[config.mk]
export PLATFORM = sky130hd
export DESIGN_NAME = game_pace_ctrl_flat
export DESIGN_NICKNAME = d
export VERILOG_FILES = /design/src/rtl/game_pace_ctrl_if.sv /design/src/rtl/game_pace_ctrl.sv /design/src/flat_wrapper.sv
export SDC_FILE = /design/constraint.sdc
export NUM_CORES = 1
export LEC_CHECK = 0
export CORE_MARGIN = 2
export CORE_UTILIZATION = 60
export CTS_BUF_LIST = sky130_fd_sc_hd__clkbuf_2
export DETAILED_ROUTE_END_ITERATION = 8
export GPL_ROUTABILITY_DRIVEN = 0
export PLACE_DENSITY = 0.83
export SLEW_MARGIN = 20
export SYNTH_ARGS = -nofsm -noshare
export SYNTH_HDL_FRONTEND = slang
export SYNTH_SLANG_ARGS = --single-unit
export TNS_END_PERCENT = 5
[constraint.sdc]
create_clock -name clk -period 4.3 [get_ports clk]
set_clock_uncertainty 0.2 [all_clocks]
set_input_delay 0.645 -clock clk [delete_from_list [all_inputs] [get_ports clk]]
set_output_delay 0.645 -clock clk [all_outputs]
set_load 0.01 [all_outputs]
[src/rtl/game_pace_ctrl_if.sv]
// Game pacing bus: player event pulses in, pacing outputs for the speed counter back.
// Latency: wiring only. Backpressure: none, every signal is a single-cycle pulse or level.
// Three-line header also names the optional feature macro: PACE_MISS_EN (enables the miss input).
interface game_pace_ctrl_if;
    logic        start;
    logic        pause;
    logic        hit;
    logic        miss;
    logic        ms100;
    logic        enable;
    logic [1:0]  speed;
    logic [15:0] time_left;
    logic        game_over;
    logic [1:0]  state;

    modport master (
        output start, pause, hit, miss,
        input  ms100, enable, speed, time_left, game_over, state
    );

    modport slave (
        input  start, pause, hit, miss,
        output ms100, enable, speed, time_left, game_over, state
    );
endinterface

[src/rtl/game_pace_ctrl.sv]
// Session FSM + 100 ms prescaler + hit-driven speed level; define PACE_MISS_EN to let misses lower speed.
// Latency: all outputs registered, every event is visible the cycle after the edge that samples it.
// Backpressure: none; pulses are sampled on every edge and never stalled or queued.
module game_pace_ctrl #(
    parameter int CLK_HZ         = 50_000_000,
    parameter int TICK_HZ        = 10,
    parameter int GAME_TICKS     = 600,
    parameter int HITS_PER_LEVEL = 5
) (
    input  logic              clk,
    input  logic              rst,
    game_pace_ctrl_if.slave   bus
);
    localparam int DIV = CLK_HZ / TICK_HZ;
    localparam int PW  = $clog2(DIV);
    localparam int HW  = (HITS_PER_LEVEL > 1) ? $clog2(HITS_PER_LEVEL) : 1;

    localparam logic [PW-1:0] PRESC_LAST = PW'(DIV - 1);
    localparam logic [HW-1:0] HIT_LAST   = HW'(HITS_PER_LEVEL - 1);
    localparam logic [15:0]   TICKS_LOAD = 16'(GAME_TICKS);

    typedef enum logic [1:0] {
        IDLE  = 2'd0,
        RUN   = 2'd1,
        PAUSE = 2'd2,
        DONE  = 2'd3
    } state_t;

    state_t         state, state_nxt;
    logic [PW-1:0]  presc;
    logic [HW-1:0]  hit_cnt;
    logic [15:0]    time_left;
    logic [1:0]     speed;
    logic           ms100, enable, game_over;
    logic           tick, terminal, load;
    logic           miss_eff;

`ifdef PACE_MISS_EN
    assign miss_eff = bus.miss;
`else
    assign miss_eff = 1'b0;
    logic  unused_miss;
    assign unused_miss = bus.miss;
`endif

    assign tick     = (state == RUN) && (presc == PRESC_LAST);
    assign terminal = tick && (time_left == 16'd1);
    assign load     = ((state == IDLE) || (state == DONE)) && bus.start;

    always_ff @(posedge clk) begin
        if (!rst) state <= IDLE;
        else      state <= state_nxt;
    end

    // Terminal strobe outranks a pause on the same edge.
    always_comb begin
        state_nxt = state;
        case (state)
            IDLE:    if (bus.start) state_nxt = RUN;
            RUN:     if (terminal)  state_nxt = DONE;
                     else if (bus.pause) state_nxt = PAUSE;
            PAUSE:   if (bus.pause) state_nxt = RUN;
            DONE:    if (bus.start) state_nxt = RUN;
            default: state_nxt = IDLE;
        endcase
    end

    always_ff @(posedge clk) begin
        if (!rst) begin
            presc     <= '0;
            hit_cnt   <= '0;
            time_left <= '0;
            speed     <= '0;
            ms100     <= 1'b0;
            enable    <= 1'b0;
            game_over <= 1'b0;
        end else begin
            ms100     <= tick;
            enable    <= (state_nxt == RUN);
            game_over <= (state_nxt == DONE);
            if (load) begin
                presc     <= '0;
                hit_cnt   <= '0;
                time_left <= TICKS_LOAD;
                speed     <= '0;
            end else if (state == RUN) begin
                presc <= tick ? '0 : presc + PW'(1);
                if (tick) time_left <= time_left - 16'd1;
                // A miss cancels any coincident hit.
                if (miss_eff) begin
                    hit_cnt <= '0;
                    if (speed != 2'd0) speed <= speed - 2'd1;
                end else if (bus.hit) begin
                    if (hit_cnt == HIT_LAST) begin
                        hit_cnt <= '0;
                        if (speed != 2'd2) speed <= speed + 2'd1;
                    end else begin
                        hit_cnt <= hit_cnt + HW'(1);
                    end
                end
            end
        end
    end

    assign bus.ms100     = ms100;
    assign bus.enable    = enable;
    assign bus.speed     = speed;
    assign bus.time_left = time_left;
    assign bus.game_over = game_over;
    assign bus.state     = state;
endmodule

[src/flat_wrapper.sv]
// flat-port wrapper written by rule: the top's interface ports become plain ports
module game_pace_ctrl_flat 
#(
    parameter int CLK_HZ         = 50_000_000,
    parameter int TICK_HZ        = 10,
    parameter int GAME_TICKS     = 600,
    parameter int HITS_PER_LEVEL = 5
)
  (clk, rst, bus_start, bus_pause, bus_hit, bus_miss, bus_ms100, bus_enable, bus_speed, bus_time_left, bus_game_over, bus_state);
  game_pace_ctrl_if bus_i ();
  input  logic clk;
  input  logic rst;
  input wire logic [$bits(bus_i.start)-1:0] bus_start;
  input wire logic [$bits(bus_i.pause)-1:0] bus_pause;
  input wire logic [$bits(bus_i.hit)-1:0] bus_hit;
  input wire logic [$bits(bus_i.miss)-1:0] bus_miss;
  output wire logic [$bits(bus_i.ms100)-1:0] bus_ms100;
  output wire logic [$bits(bus_i.enable)-1:0] bus_enable;
  output wire logic [$bits(bus_i.speed)-1:0] bus_speed;
  output wire logic [$bits(bus_i.time_left)-1:0] bus_time_left;
  output wire logic [$bits(bus_i.game_over)-1:0] bus_game_over;
  output wire logic [$bits(bus_i.state)-1:0] bus_state;
  assign bus_i.start = bus_start;
  assign bus_i.pause = bus_pause;
  assign bus_i.hit = bus_hit;
  assign bus_i.miss = bus_miss;
  assign bus_ms100 = bus_i.ms100;
  assign bus_enable = bus_i.enable;
  assign bus_speed = bus_i.speed;
  assign bus_time_left = bus_i.time_left;
  assign bus_game_over = bus_i.game_over;
  assign bus_state = bus_i.state;
  game_pace_ctrl #(.CLK_HZ(CLK_HZ), .TICK_HZ(TICK_HZ), .GAME_TICKS(GAME_TICKS), .HITS_PER_LEVEL(HITS_PER_LEVEL)) u_core (.clk(clk), .rst(rst), .bus(bus_i));
endmodule
==> impl_metrics.tcl, run 1 <==
set metrics [dict create \
    crit_buf_inv 0 \
    drtPass1Iterations 4 \
    p_per_area_nw_per_um2 318 \
    finalCritPeriodShare_pct 60.3 \
    synth_cell_type_count 42 \
    p_leak_nw 0.894 \
    postSynthAreaPerCell_um2 8.62 \
    viasPerCell 5.67 \
    placementRows 22 \
    worstMarginPinSlew_ns 0.785 \
    period_needed_ns 2.59 \
    design.portCount 29 \
    grt_usage_pct 23.2 \
    grt_overflow 0 \
    cts_tree "yes" \
    netlist_instances 267 \
    synth_nets 281 \
    min_path_type "reg2reg" \
    dpl.hpwl_um 3300 \
    rrSetupSlack_ns 1.71 \
    crit_chain "or4_1 > nor3_2 > nand2_1 > nand3_1 > nor2_1" \
    io_buffer_count 27 \
    critPathMaxFanout 21 \
    cts_buffers 5 \
    final_antenna_net_count 0 \
    yosysWarningCount 0 \
    drt_iter0_drc 207 \
    drive_above_1_share_pct 5.72 \
    clockBufferDepth 2 \
    vias 1957 \
    synth_top_cells_by_area "dfxtp_1, nor2_1, xor2_1" \
    status "finished, final reports clean" \
    cts_root_buffer "clkbuf_2" \
    dieArea_um2 4350 \
    wl_per_cell_um 13.0 \
    reg2reg_from "u_core.presc[7]" \
    crit_start "u_core.presc[7]" \
    synthToLayoutAreaGrowth_pct 15.4 \
    r2r_end "u_core.presc[11]" \
    slew_violations 0 \
    maxCapViolCount 0 \
    layout.cells.non_filler 345 \
    ys_ff_latch 49 \
    synth_top_area_share_pct 42.6 \
    peakVddDrop_uv 217 \
    syn-cell-area_um2 2300 \
    wl_um 4480 \
    placedCellCount 339 \
    die_width_um 65.9 \
    end_kind "flop" \
    clkTransAtPathRegs_ns 0.21 \
    postCtsSetupBuffers 0 \
    required_ns 4.38 \
    hold_viol 0 \
    n_antenna_cell 0 \
    clkLatencyLatePin_ns 0.42 \
    grt_max_degree 22 \
    fin_tns_setup_ns 0 \
    reg2reg_depth 5 \
    fmax_mhz 385 \
    n_fill_cell 286 \
    grt_pass1_vias 1784 \
    critPathTopFamily "simple AND/OR/NAND/NOR gates" \
    antenna_found_initial 0 \
    critPathLaunchType "flop" \
    crit_slowest_cell "or4_1" \
    finalSetupViolCount 0 \
    slowest_delay_ns 0.58 \
    drc 0 \
    grt_pass1_wl_um 7820 \
    worstSetupEndpoint "u_core.presc[11]" \
    core-area_um2 3660 \
    nets 312 \
    yosysSeqAreaShare_pct 42.6 \
    htree_levels 2 \
    rsz0062_at_grt "false" \
    ctsHoldBuffers 0 \
    cp_num_cells 5 \
    cts_resized 0 \
    crit_type "reg2reg" \
    worstPathArrival_ns 2.68 \
    yosys.area.top_type "dfxtp_1" \
    die_height_um 65.9 \
    clock-sinks 49 \
    start_util_pct 62.9 \
    relSlewSlack_pct 47.5 \
]
## synth_stat cells
| master | instances |
|---|---|
| or2_2 | 1 |
| nand4b_1 | 2 |
| o21ai_0 | 9 |
| nand4bb_1 | 1 |
| a21boi_0 | 1 |
| mux2i_1 | 2 |
| or4_4 | 1 |
| buf_1 | 1 |
| o31ai_1 | 2 |
| or3_2 | 1 |
| nor4_2 | 1 |
| xor2_1 | 18 |
| ha_1 | 8 |
| or4_1 | 5 |
| nand2_2 | 1 |
| nand4_1 | 13 |
| nand3_1 | 14 |
| nor3_1 | 7 |
| nand3b_1 | 1 |
| and4bb_2 | 1 |
| a21oi_1 | 19 |
| or3_4 | 1 |
| inv_1 | 13 |
| and2_1 | 2 |
| clkbuf_1 | 3 |
| nor4_1 | 4 |
| and3_1 | 2 |
| xnor2_1 | 11 |
| nor2b_1 | 1 |
| a211oi_1 | 3 |
| or3_1 | 5 |
| a22oi_1 | 1 |
| nor3_2 | 1 |
| nand2_1 | 12 |
| dfxtp_1 | 49 |
| or4b_1 | 2 |
| or2_4 | 1 |
| buf_2 | 1 |
| a22o_1 | 1 |
| nor2_1 | 43 |
| nand2b_1 | 1 |
| and4_1 | 1 |
## flip-flops by register name, indices dropped and copies added, names as in the netlist
signal and cells:
u_core.bus.speed 2, u_core.presc 23, u_core.bus.ms100 1, u_core.bus.state 2
u_core.bus.time_left 16, u_core.bus.enable 1, u_core.bus.game_over 1, u_core.hit_cnt 3
## placed cells by master, fill, tap and decap left out, types with 2 or more instances in the layout
master,instances
a21oi_1,19
ha_1,8
nand2_1,12
o31ai_1,2
clkbuf_2,5
nand4b_1,2
clkdlybuf4s50_1,27
buf_4,2
a211oi_1,3
nor3_1,7
xnor2_1,11
or4_1,5
xor2_1,18
nor4_1,4
mux2i_1,2
dfxtp_1,49
and3_1,2
nand3_1,14
nand4_1,13
inv_1,13
or4b_1,2
or3_1,5
o21ai_0,9
and2_1,2
nor2_1,43
## per-stage QoR
step	worst slack [ns]	hold slack, ns	instance area [µm²]	util [%]	total power [mW]
finish	1.71	0.331	2660	72.6	0.845
global route	1.43	0.349	2660	72.6	0.897
CTS	1.66	0.327	2660	72.6	0.854
detailed placement	1.69	0.297	2630	71.7	0.692
global placement	1.74	0.285	2630	71.7	0.687
floorplan	1.94	0.271	2300	-	0.623
## worst reg2reg max path, stage by stage, from the launching register on
cell     delay, ns
dfxtp_1       0.40
or4_1         0.58
nor3_2        0.41
nand2_1       0.17
nand3_1       0.58
nor2_1        0.13
## report_power, final
part           total [mW]  internal, mW  switching [mW]  leakage (nW)
Sequential          0.497         0.476          0.0210         0.396
Clock               0.163        0.0331           0.130        0.0247
Combinational       0.185        0.0853           0.100         0.472
Total               0.845         0.595           0.251         0.894
## logic make-up after synthesis
family	count (synthesis)	share of synthesized area [%]
muxes	2	0.870
xor gates and xnor gates	29	11.0
DFF	49	42.6
buffers and inverters	18	2.99
and+or+nand+nor	125	29.4
AOI/OAI and AO/OA	36	8.75
adders and majority gates	8	4.35
## worst min-delay path by stage
| stage | from | slack, ns | endpoint | depth (start not counted) |
|---|---|---|---|---|
| final | u_core.bus.time_left[10] | 0.33 | u_core.bus.time_left[10] | 2 |
| after global routing | u_core.bus.time_left[15] | 0.35 | u_core.bus.time_left[15] | 2 |
| after CTS | u_core.bus.time_left[12] | 0.33 | u_core.bus.time_left[12] | 2 |
| after detailed placement | u_core.presc[22] | 0.30 | u_core.presc[22] | 2 |
| after global placement | u_core.bus.time_left[10] | 0.29 | u_core.bus.time_left[10] | 2 |
| after floorplan | u_core.presc[22] | 0.27 | u_core.presc[22] | 2 |
## cell type report
type,instances,area (µm²),area share [%]
tap,48,60.1,2.26
timing repair buffer,29,285,10.7
clock buffer,5,25.0,0.942
clock inverter,1,5.00,0.188
sequential,49,981,36.9
inverter,13,48.8,1.84
multi-input combinational,200,1250,47.1
## layer usage
layer	wire [µm]	part of all wire [%]	GRT usage, %
met5	0	0	0
met4	62	1.4	8.07
met3	189	4.2	6.64
met2	2170	48	38.0
met1	2070	46	29.1
No activity file was read; power rests on OpenSTA's default activity.
==> run 2: changes to the inputs <==
- CORE_UTILIZATION: 60 -> 57
- PLACE_DENSITY: 0.83 -> 0.8
- clock period: 4.3 -> 2.4 ns (I/O delays scaled with it)
==> impl_metrics.tcl, run 2 (synthesized netlist as in run 1, its figures left out) <==
set metrics [dict create \
    worstPathArrival_ns 2.59 \
    grt_pass1_wl_um 7770 \
    seq_power_share_pct 48.7 \
    drtPass1Iterations 4 \
    fmax_mhz 421 \
    min_path_type "in2reg" \
    dieArea_um2 4560 \
    rsz0062_at_grt "true" \
    finalSetupViolCount 0 \
    design.portCount 29 \
    largest-register "u_core.presc" \
    swShare_pct 27.3 \
    p_clk_share_pct 30.0 \
    hold-worst-slack_ns 0.285 \
    internal_power_mw 1.32 \
    die_width_um 67.5 \
    grt_usage_pct 22.5 \
    grt_pass1_vias 1845 \
    drive_above_1_share_pct 16.6 \
    finalCritPeriodShare_pct 98.9 \
    ctsHoldBuffers 0 \
    relSlewSlack_pct 64.4 \
    clkTransAtPathRegs_ns 0.27 \
    peakVddDrop_uv 577 \
    htree_levels 2 \
    cts_root_buffer "clkbuf_2" \
    comb_power_share_pct 21.2 \
    power_mw 1.81 \
    cts_buffers 5 \
    clkLatencyLatePin_ns 0.45 \
    n_antenna_cell 0 \
    crit_type "reg2reg" \
    layout_commonest_cell "dfxtp_1" \
    vias 2085 \
    antenna_found_initial 0 \
    io_buffer_count 27 \
    wl_um 4830 \
    wl_per_cell_um 12.9 \
    slew_violations 0 \
    start_util_pct 58.4 \
    hold_viol 0 \
    nets 338 \
    drt_iter0_drc 134 \
    cts_tree "yes" \
    critPathMaxFanout 6 \
    core-area_um2 3940 \
    maxCapViolCount 0 \
    required_ns 2.61 \
    period_needed_ns 2.37 \
    status "finished, final reports clean" \
    reg2reg_depth 5 \
    dpl.hpwl_um 3410 \
    layout_common_cells "dfxtp_1, nor2_1, clkdlybuf4s50_1" \
    whs_path_depth 3 \
    end_kind "flop" \
    clockBufferDepth 2 \
    synthToLayoutAreaGrowth_pct 28.6 \
    critPathLaunchType "flop" \
    reg.largest.list "u_core.presc (23), u_core.bus.time_left (16), u_core.hit_cnt (3)" \
    worstMarginPinSlew_ns 0.529 \
    grt_overflow 0 \
    switchingPower_uw 493 \
    die_height_um 67.5 \
    p_per_area_nw_per_um2 611 \
    drc 0 \
    clock-sinks 49 \
    p_leak_nw 1.07 \
    largest_reg_flops 23 \
    placementRows 23 \
    viasPerCell 5.56 \
    final_antenna_net_count 0 \
    grt_max_degree 22 \
]
## run 2: power by group through the flow
stage	combinational [mW]	sequential (mW)	clock, mW
after floorplan	0.201	0.915	0
after global placement	0.367	0.894	0
after detailed placement	0.376	0.896	0
after CTS	0.378	0.881	0.551
after global routing	0.424	0.889	0.585
final	0.384	0.881	0.543
## run 2: cell type report
cell class                      count  area (µm²)
Tap cell                           50        62.6
Timing Repair Buffer               55         497
Fill cell                         285         983
Sequential cell                    49         986
Clock inverter                      3        65.1
Inverter                           13        48.8
Multi-Input combinational cell    200        1270
Clock buffer                        5        25.0
## run 2: worst paths after layout
path / from / to / slack, ns
setup / recovery: u_core.bus.time_left[8] / u_core.bus.time_left[15] / 0.03
hold / removal: bus_hit / u_core.hit_cnt[2] / 0.29
setup reg to reg: u_core.bus.time_left[8] / u_core.bus.time_left[15] / 0.03
hold reg to reg: u_core.presc[14] / u_core.presc[14] / 0.33
## run 2: per-stage QoR
stage / instance area (µm²) / setup slack, ns / TNS (ns) / util [%] / std cells
3_5_place_dp: 2810 / 0.0480 / 0 / 71.4 / 364
6_report: 2960 / 0.0262 / 0 / 75.1 / 375
5_1_grt: 2960 / -0.0307 / -0.0672 / 75.1 / 375
2_1_floorplan: 2300 / 0.0408 / 0 / - / 267
4_1_cts: 2900 / 0.00758 / 0 / 73.7 / 372
3_3_place_gp: 2810 / 0.0685 / 0 / 71.4 / 364
## run 2: critical path, cell delays in order, from the launching register on
cell and delay [ns]:
dfxtp_2 0.38, or4_4 0.56, or3_4 0.40, or2_4 0.26
or4_4 0.41, a21oi_2 0.12
## run 2: timing repair
action                     4_1_cts  5_1_grt
setup endpoints to repair        0        8
setup buffers                    0        3
resized for setup                0       10
## run 2: per-layer routing
layer	global-route usage [%]	wire, µm	vias to the layer above
li1	-	-	1053
met1	27.0	2170	985
met2	39.1	2410	39
met3	5.17	171	8
met4	7.91	82	0
met5	0	0	-
==> run 3: changes to the inputs <==
- GPL_TIMING_DRIVEN: unset -> 0
==> impl_metrics.tcl, run 3 (synthesized netlist as in run 1, its figures left out) <==
set metrics [dict create \
    status "finished, final reports clean" \
    relSlewSlack_pct 66.0 \
    layout_commonest_cell "dfxtp_1" \
    reg.largest.list "u_core.presc (23), u_core.bus.time_left (16), u_core.hit_cnt (3)" \
    final_util_pct 70.7 \
    clkTransAtPathRegs_ns 0.25 \
    design.portCount 29 \
    vias 1985 \
    postPlaceCellArea_um2 2630 \
    drtPass1Iterations 4 \
    fin_tns_setup_ns 0 \
    die_width_um 67.5 \
    hold_viol 0 \
    whs_path_depth 3 \
    power_mw 1.69 \
    hold-worst-slack_ns 0.309 \
    cts_root_buffer "clkbuf_2" \
    layout.cells.non_filler 356 \
    n_fill_cell 289 \
    finalSetupViolCount 0 \
    layout_common_cells "dfxtp_1, nor2_1, clkdlybuf4s50_1" \
    clock-sinks 49 \
    htree_levels 2 \
    required_ns 2.59 \
    reg2reg_depth 5 \
    clkLatencyLatePin_ns 0.43 \
    setup_ws_ns 0.0000886 \
    critPathLaunchType "flop" \
    finalCritPeriodShare_pct 100 \
    io_buffer_count 27 \
    grt_pass1_vias 1814 \
    drive_above_1_share_pct 10.5 \
    fmax_mhz 417 \
    start_util_pct 58.4 \
    grt_overflow 0 \
    largest-register "u_core.presc" \
    slew_violations 0 \
    wl_per_cell_um 13.5 \
    grt_usage_pct 22.7 \
    worstPathArrival_ns 2.59 \
    grt_pass1_wl_um 7880 \
    drc 0 \
    clockBufferDepth 2 \
    wl_um 4810 \
    cts_tree "yes" \
    dieArea_um2 4560 \
    viasPerCell 5.58 \
    cts_buffers 5 \
    critPathMaxFanout 6 \
    final_antenna_net_count 0 \
    grt_max_degree 17 \
    period_needed_ns 2.40 \
    dp_slack_ns -0.211 \
    n_antenna_cell 0 \
    synthToLayoutAreaGrowth_pct 21.2 \
    maxCapViolCount 0 \
    dpl.hpwl_um 3410 \
    rsz0062_at_grt "true" \
    largest_reg_flops 23 \
    min_path_type "in2reg" \
    p_leak_nw 0.961 \
    antenna_found_initial 0 \
    core-area_um2 3940 \
    end_kind "flop" \
    nets 319 \
    worstMarginPinSlew_ns 0.505 \
    peakVddDrop_uv 383 \
    placementRows 23 \
    p_per_area_nw_per_um2 605 \
    placedCellCount 344 \
    die_height_um 67.5 \
    finalInstanceArea_um2 2790 \
    drt_iter0_drc 119 \
    crit_type "reg2reg" \
]
[run 3: layer usage]
metal	up-vias	routed length (µm)	track usage, %
met5	-	0	0
met1	934	2190	27.8
met3	8	153	5.00
met4	0	80	7.91
met2	31	2390	39.2
li1	1012	-	-
[run 3: critical path: stages (launching register included)]
cell     delay (ns)
dfxtp_4        0.40
or4_4          0.57
or3_4          0.35
or2_4          0.25
or4_1          0.46
a21oi_1        0.13
[run 3: area by class of cell]
type                       instances  area, µm²  share of cell area (%)
clock buffer                       5       25.0                   0.897
tap                               50       62.6                    2.24
sequential                        49        988                    35.4
buffer                             5       35.0                    1.26
multi-input combinational        200       1280                    46.0
timing repair buffer              31        300                    10.8
inverter                          13       48.8                    1.75
clock inverter                     3       46.3                    1.66
[run 3: final timing paths]
path	from	end	slack [ns]
setup / recovery	u_core.bus.time_left[7]	u_core.bus.time_left[15]	0.00009
hold / removal	bus_hit	u_core.hit_cnt[2]	0.31
setup reg to reg	u_core.bus.time_left[7]	u_core.bus.time_left[15]	0.00009
hold reg to reg	u_core.hit_cnt[2]	u_core.hit_cnt[2]	0.32
[run 3: where the power goes]
part,leakage [nW],switching (mW),internal [mW]
registers,0.399,0.0379,0.854
clock network,0.0392,0.266,0.177
logic,0.523,0.193,0.159
total,0.961,0.497,1.19
[run 3: what timing repair did]
item | 4_1_cts | 5_1_grt
hold buffers | 0 | 0
endpoints found under the hold margin | 0 | 0
resized for setup | 9 | 9
pin swaps | 2 | 2
endpoints found under the setup margin | 27 | 30
buffers inserted | 4 | 0
